<file path="src/rtl/shifter_pkg.sv">
// Shared types and defaults for the multi-cycle serial shifter.
//   shift_op_t      : operation encoding presented on the op port
//   shifter_state_t : control FSM states
package shifter_pkg;

  localparam int unsigned WIDTH_DEFAULT = 32;

  typedef enum logic [1:0] {
    SHIFT_SLL  = 2'b00,
    SHIFT_SRL  = 2'b01,
    SHIFT_SRA  = 2'b10,
    SHIFT_ROTR = 2'b11
  } shift_op_t;

  typedef enum logic [1:0] {
    IDLE  = 2'b00,
    SHIFT = 2'b01,
    DONE  = 2'b10
  } shifter_state_t;

endpackage

</file>
<file path="src/rtl/shift_step_1bit.sv">
// Combinational single-position shift/rotate step.
// Ports:
//   op_i    : operation (SLL, SRL, SRA, ROTR)
//   value_i : word to shift
//   value_o : value_i moved by one bit position
module shift_step_1bit
  import shifter_pkg::*;
#(
  parameter int unsigned WIDTH = WIDTH_DEFAULT
) (
  input  shift_op_t        op_i,
  input  logic [WIDTH-1:0] value_i,
  output logic [WIDTH-1:0] value_o
);

  always_comb begin
    value_o = value_i;
    case (op_i)
      SHIFT_SLL:  value_o = {value_i[WIDTH-2:0], 1'b0};
      SHIFT_SRL:  value_o = {1'b0, value_i[WIDTH-1:1]};
      // Sign fill comes from the current MSB of the word being shifted.
      SHIFT_SRA:  value_o = {value_i[WIDTH-1], value_i[WIDTH-1:1]};
      SHIFT_ROTR: value_o = {value_i[0], value_i[WIDTH-1:1]};
      default:    value_o = value_i;
    endcase
  end

endmodule

</file>
<file path="src/rtl/serial_shifter_32bits.sv">
// Multi-cycle shifter: one bit position per clock, start/busy/done handshake.
// Ports:
//   clock   : system clock, rising edge
//   reset   : asynchronous active-low reset
//   start   : request, accepted in IDLE or DONE
//   op      : 00 SLL, 01 SRL, 10 SRA, 11 ROTR
//   shamt   : shift amount 0..WIDTH-1
//   operand : value to shift
//   busy    : high while shifting
//   done    : one-cycle completion pulse
//   result  : shifted value, held until the next accepted start
module serial_shifter_32bits
  import shifter_pkg::*;
#(
  parameter int unsigned WIDTH   = WIDTH_DEFAULT,
  parameter int unsigned SHAMT_W = $clog2(WIDTH)
) (
  input  logic               clock,
  input  logic               reset,
  input  logic               start,
  input  logic [1:0]         op,
  input  logic [SHAMT_W-1:0] shamt,
  input  logic [WIDTH-1:0]   operand,
  output logic               busy,
  output logic               done,
  output logic [WIDTH-1:0]   result
);

  shifter_state_t     state_q, state_d;
  shift_op_t          op_q, op_d;
  logic [SHAMT_W-1:0] count_q, count_d;
  logic [WIDTH-1:0]   result_q, result_d;
  logic [WIDTH-1:0]   step_value;

  // Single datapath step applied to the working result each SHIFT cycle.
  shift_step_1bit #(
    .WIDTH(WIDTH)
  ) u_step (
    .op_i   (op_q),
    .value_i(result_q),
    .value_o(step_value)
  );

  // State, count, latched op and result registers.
  always_ff @(posedge clock or negedge reset) begin
    if (!reset) begin
      state_q  <= IDLE;
      op_q     <= SHIFT_SLL;
      count_q  <= '0;
      result_q <= '0;
    end else begin
      state_q  <= state_d;
      op_q     <= op_d;
      count_q  <= count_d;
      result_q <= result_d;
    end
  end

  // Next-state and datapath control.
  always_comb begin
    state_d  = state_q;
    op_d     = op_q;
    count_d  = count_q;
    result_d = result_q;
    case (state_q)
      IDLE, DONE: begin
        if (state_q == DONE) begin
          state_d = IDLE;
        end
        // Accepting in DONE as well gives back-to-back operation.
        if (start) begin
          result_d = operand;
          op_d     = shift_op_t'(op);
          count_d  = shamt;
          state_d  = (shamt == '0) ? DONE : SHIFT;
        end
      end
      SHIFT: begin
        result_d = step_value;
        count_d  = count_q - SHAMT_W'(1);
        if (count_q == SHAMT_W'(1)) begin
          state_d = DONE;
        end
      end
      default: state_d = IDLE;
    endcase
  end

  assign busy   = (state_q == SHIFT);
  assign done   = (state_q == DONE);
  assign result = result_q;

endmodule
</file>
<file path="config.mk">
export PLATFORM = sky130hd
export DESIGN_NAME = serial_shifter_32bits
export DESIGN_NICKNAME = d
export VERILOG_FILES = /design/src/rtl/shifter_pkg.sv /design/src/rtl/shift_step_1bit.sv /design/src/rtl/serial_shifter_32bits.sv
export SDC_FILE = /design/constraint.sdc
export NUM_CORES = 1
export LEC_CHECK = 0
export CORE_MARGIN = 4
export CORE_UTILIZATION = 42
export DETAILED_ROUTE_END_ITERATION = 12
export PLACE_DENSITY = 0.82
export SKIP_CTS_REPAIR_TIMING = 1
export SLEW_MARGIN = 40
export SYNTH_ARGS = -nofsm -noshare
export SYNTH_HDL_FRONTEND = slang
export SYNTH_SLANG_ARGS = --single-unit
export TNS_END_PERCENT = 5
</file>
<file path="constraint.sdc">
create_clock -name clock -period 1.3 [get_ports clock]
set_input_delay 0.13 -clock clock [delete_from_list [all_inputs] [get_ports clock]]
set_output_delay 0.13 -clock clock [all_outputs]
set_load 0.1 [all_outputs]
</file>
==> results by group <==
Outcome
  • Status: finished with violations
  • Violations in the final reports: negative setup slack

Timing
  • Final-layout setup total negative slack: -2.262 ns
  • Period minus WS final: between 1 and 1.5 ns
  • Final-report max-slew violation count: 0
  • Setup-failing EPs final: 33
  • Maximum frequency from static timing analysis: 709.0 MHz
  • Final critical-path share of the clock period: 108.5%
  • Transition time at the pin with the least slew margin: 0.6569 ns
  • RSZ-0062 raised after global routing: true
  • Least setup slack across all paths after layout: -0.1104 ns
  • Setup clock skew after layout: 0.005795 ns
  • Count of endpoints failing hold in the final timing report: 0
  • Max transition margin: 56.16%

GRT
  • GR Overflow Total: 0
  • Vias in the first global route: 2101
  • Pin count of the biggest net entering global routing: 31
  • First-pass GRT wire length: approximately 10000 µm
  • Global-route usage over all layers: 19.45%
  • Antenna violations before repair: 0

Worst setup path
  • CP Cell Sequence: buf_6 -> buf_6 -> nor2b_4 -> buf_12
  • Critical Path Start Type: register
  • Slowest library cell on the worst path: sky130_fd_sc_hd__dfrtp_2
  • Required time at the endpoint of the critical path: 1.17 ns
  • Data arrival at the endpoint of the critical path: ~1.3 ns
  • Worst Setup End Kind: output port
  • Critical path class: reg -> out
  • Max stage delay on crit path: 0.44 ns
  • Maximum net fanout on the critical path: 5
  • Cell type with the highest occurrence count on the critical path: sky130_fd_sc_hd__buf_6

Synth
  • Cell taking the most area after synthesis: sky130_fd_sc_hd__dfrtp_1
  • Mapped Avg Cell Area: 9.914 µm²
  • Post-Synth Adder-Cell Area: between 1 and 1.5%
  • Count of cell types in the netlist: 35
  • Most common flop cell mapped by yosys: sky130_fd_sc_hd__dfrtp_1
  • Syn Std Cell Area: between 0.002 and 0.0025 mm²
  • Combinational family with the most area after synthesis: compound AO/OA/AOI/OAI gates
  • Number of enable flip-flop cells after synthesis: 0
  • Number of instances in the synthesized netlist: 236
  • Synth cell count leaders: 41 x sky130_fd_sc_hd__dfrtp_1, 34 x sky130_fd_sc_hd__mux2i_1, 31 x sky130_fd_sc_hd__a21oi_1, 31 x sky130_fd_sc_hd__o21ai_1, 30 x sky130_fd_sc_hd__o21a_1
  • Nets in the synthesized netlist: 280
  • Share of synthesized cell area in and, or, nand and nor gates: about 7.0%
  • Asr flop ratio synth: 100.0%
  • Seq/Total Area, Yosys: 43.85%
  • Most common cell in the synthesized netlist: sky130_fd_sc_hd__dfrtp_1
  • Proportion of netlist area held by the largest area contributor: between 40% and 50%
  • Number of warnings issued by yosys: 0
  • Cell types occupying the most area after synthesis: sky130_fd_sc_hd__dfrtp_1 44%, sky130_fd_sc_hd__mux2i_1 15%, sky130_fd_sc_hd__o21a_1 9.6%
  • Post-synthesis compound-gate area fraction: 25.94%
  • Multiplexer fraction of the synthesized cell area: between 15 and 20%
  • Post-synthesis share of cell area spent on xor and xnor gates: less than 1%
  • Total of flip-flops plus latches after synthesis: between 40 and 50

Clocking
  • Clock transition at path regs: 0.08 ns
  • Clock insertion delay at the later pin of the skew report: 0.29 ns
  • Number of H-tree branching levels: 2
  • Clock Sinks: 41
  • Number of buffers created by CTS: 5
  • Root Driver: sky130_fd_sc_hd__clkbuf_8
  • Clock tree from TritonCTS: built
  • Clock Path Buffers: 2

Layout
  • ANT cells: 0
  • Share of final-layout standard cells stronger than drive strength 1: a little under a quarter
  • Area growth from synthesis to layout: 57.75%
  • Final net count: approximately 360
  • Number of filler cells placed in the layout: 390

Floorplan
  • Io pins: 76
  • Core Rows: 26
  • DIE WIDTH: between 80 and 90 µm
  • Area of the die: 0.006829 mm²
  • Core Region: around 0.0052 mm²
  • Die Height: 82.64 µm
  • Initial Utilization: 44.67%

Placement
  • Number of buffers added on ports: 75
  • Final Wtd Congestion: 0.7830
  • Post-DP HPWL: 4654 µm

Drt
  • DRT iter0 DRCs: 132
  • Vias/cell: 5.550
  • Vias post-DR: 2159
  • Wire length per cell: 17.07 µm
  • 1st-pass router iterations: 4
  • Remaining routing DRC violations: 0
  • DRT Wirelength: 6640 µm
  • Routed Antenna Nets: 0

Job
  • Max Cap Violations: 0

Min path
  • Min-Delay Path Class: in -> async
## worst max-delay path: cells and delay by family, from the launching register on
kind                   cells  cell delay (ns)
buffers and inverters      3             0.45
DFF                        1             0.44
and+or+nand+nor            1             0.12
## worst paths after layout
kind	from	endpoint	slack, ns	cells after the start
max in group asynchronous	reset	result[18]$_DFFE_PN0P_	0.39	3
worst max-delay path	state_q[0]$_DFFE_PN0P_	done	-0.11	4
min in group clock	op[1]	op_q[1]$_DFFE_PN0P_	0.37	3
worst min-delay path	reset	result[8]$_DFFE_PN0P_	0.31	2
worst max register to register	state_q[0]$_DFFE_PN0P_	result[11]$_DFFE_PN0P_	-0.10	5
worst min register to register	count_q[4]$_DFFE_PN0P_	count_q[4]$_DFFE_PN0P_	0.54	2
## through the flow
step	area, µm²	std cells	hold WS, ns	utilization, %	setup WS (ns)
final	3691	389	0.3101	70.47	-0.1104
after global routing	3691	389	0.3448	70.47	-0.1705
after CTS	3613	384	-0.2230	68.99	-0.3092
after detailed placement	3527	377	0.08925	67.34	-0.3438
after global placement	3522	377	0.08441	67.25	-0.6169
after floorplan	2350	236	-0.1656	-	-0.1258
## layout by cell type (no fill, tap or decap), types with 2 or more instances in the layout
cell,Yosys,layout
sky130_fd_sc_hd__inv_1,2,2
sky130_fd_sc_hd__nor2_1,5,5
sky130_fd_sc_hd__dfrtp_1,41,40
sky130_fd_sc_hd__nor2b_4,1,2
sky130_fd_sc_hd__buf_12,0,36
sky130_fd_sc_hd__o21ai_1,31,32
sky130_fd_sc_hd__nand2_1,11,11
sky130_fd_sc_hd__ha_1,2,2
sky130_fd_sc_hd__nand3_1,2,2
sky130_fd_sc_hd__nor2_4,1,2
sky130_fd_sc_hd__buf_6,6,2
sky130_fd_sc_hd__clkdlybuf4s50_1,0,39
sky130_fd_sc_hd__buf_4,3,14
sky130_fd_sc_hd__o21ai_0,7,6
sky130_fd_sc_hd__o21a_1,30,30
sky130_fd_sc_hd__a21oi_1,31,30
sky130_fd_sc_hd__clkbuf_8,0,6
sky130_fd_sc_hd__nand2b_4,0,2
sky130_fd_sc_hd__mux2i_1,34,34
## routing by layer
| metal | vias to the layer above | wire, µm | track usage [%] |
|---|---|---|---|
| li1 | 1018 | - | - |
| met1 | 1061 | 2932 | 26.47 |
| met2 | 76 | 3251 | 31.73 |
| met3 | 4 | 428 | 4.664 |
| met4 | 0 | 28 | 3.758 |
| met5 | - | 0 | 0 |
## state kept, by name, summed over array words and instances, names as in the netlist
| register | cells |
|---|---|
| result | 32 |
| count_q | 5 |
| op_q | 2 |
| state_q | 2 |
## cell families after synthesis
logic type | Yosys count
compound gates | 104
flops | 41
mux | 35
simple gates | 30
buf+inv | 22
xor+xnor | 2
fa+ha+maj | 2
## area by class of cell
class	count	area, µm²	share of cell area [%]
repair buffers	94	1266	34.30
flip-flops and latches	41	1027	27.83
well taps	70	87.58	2.373
clock buffers	7	86.33	2.339
multi-input cells	174	1207	32.71
inverters	3	16.27	0.4407
Power is not shown: default switching activity piles up to over one toggle a cycle in this logic, so the estimate is an artifact.
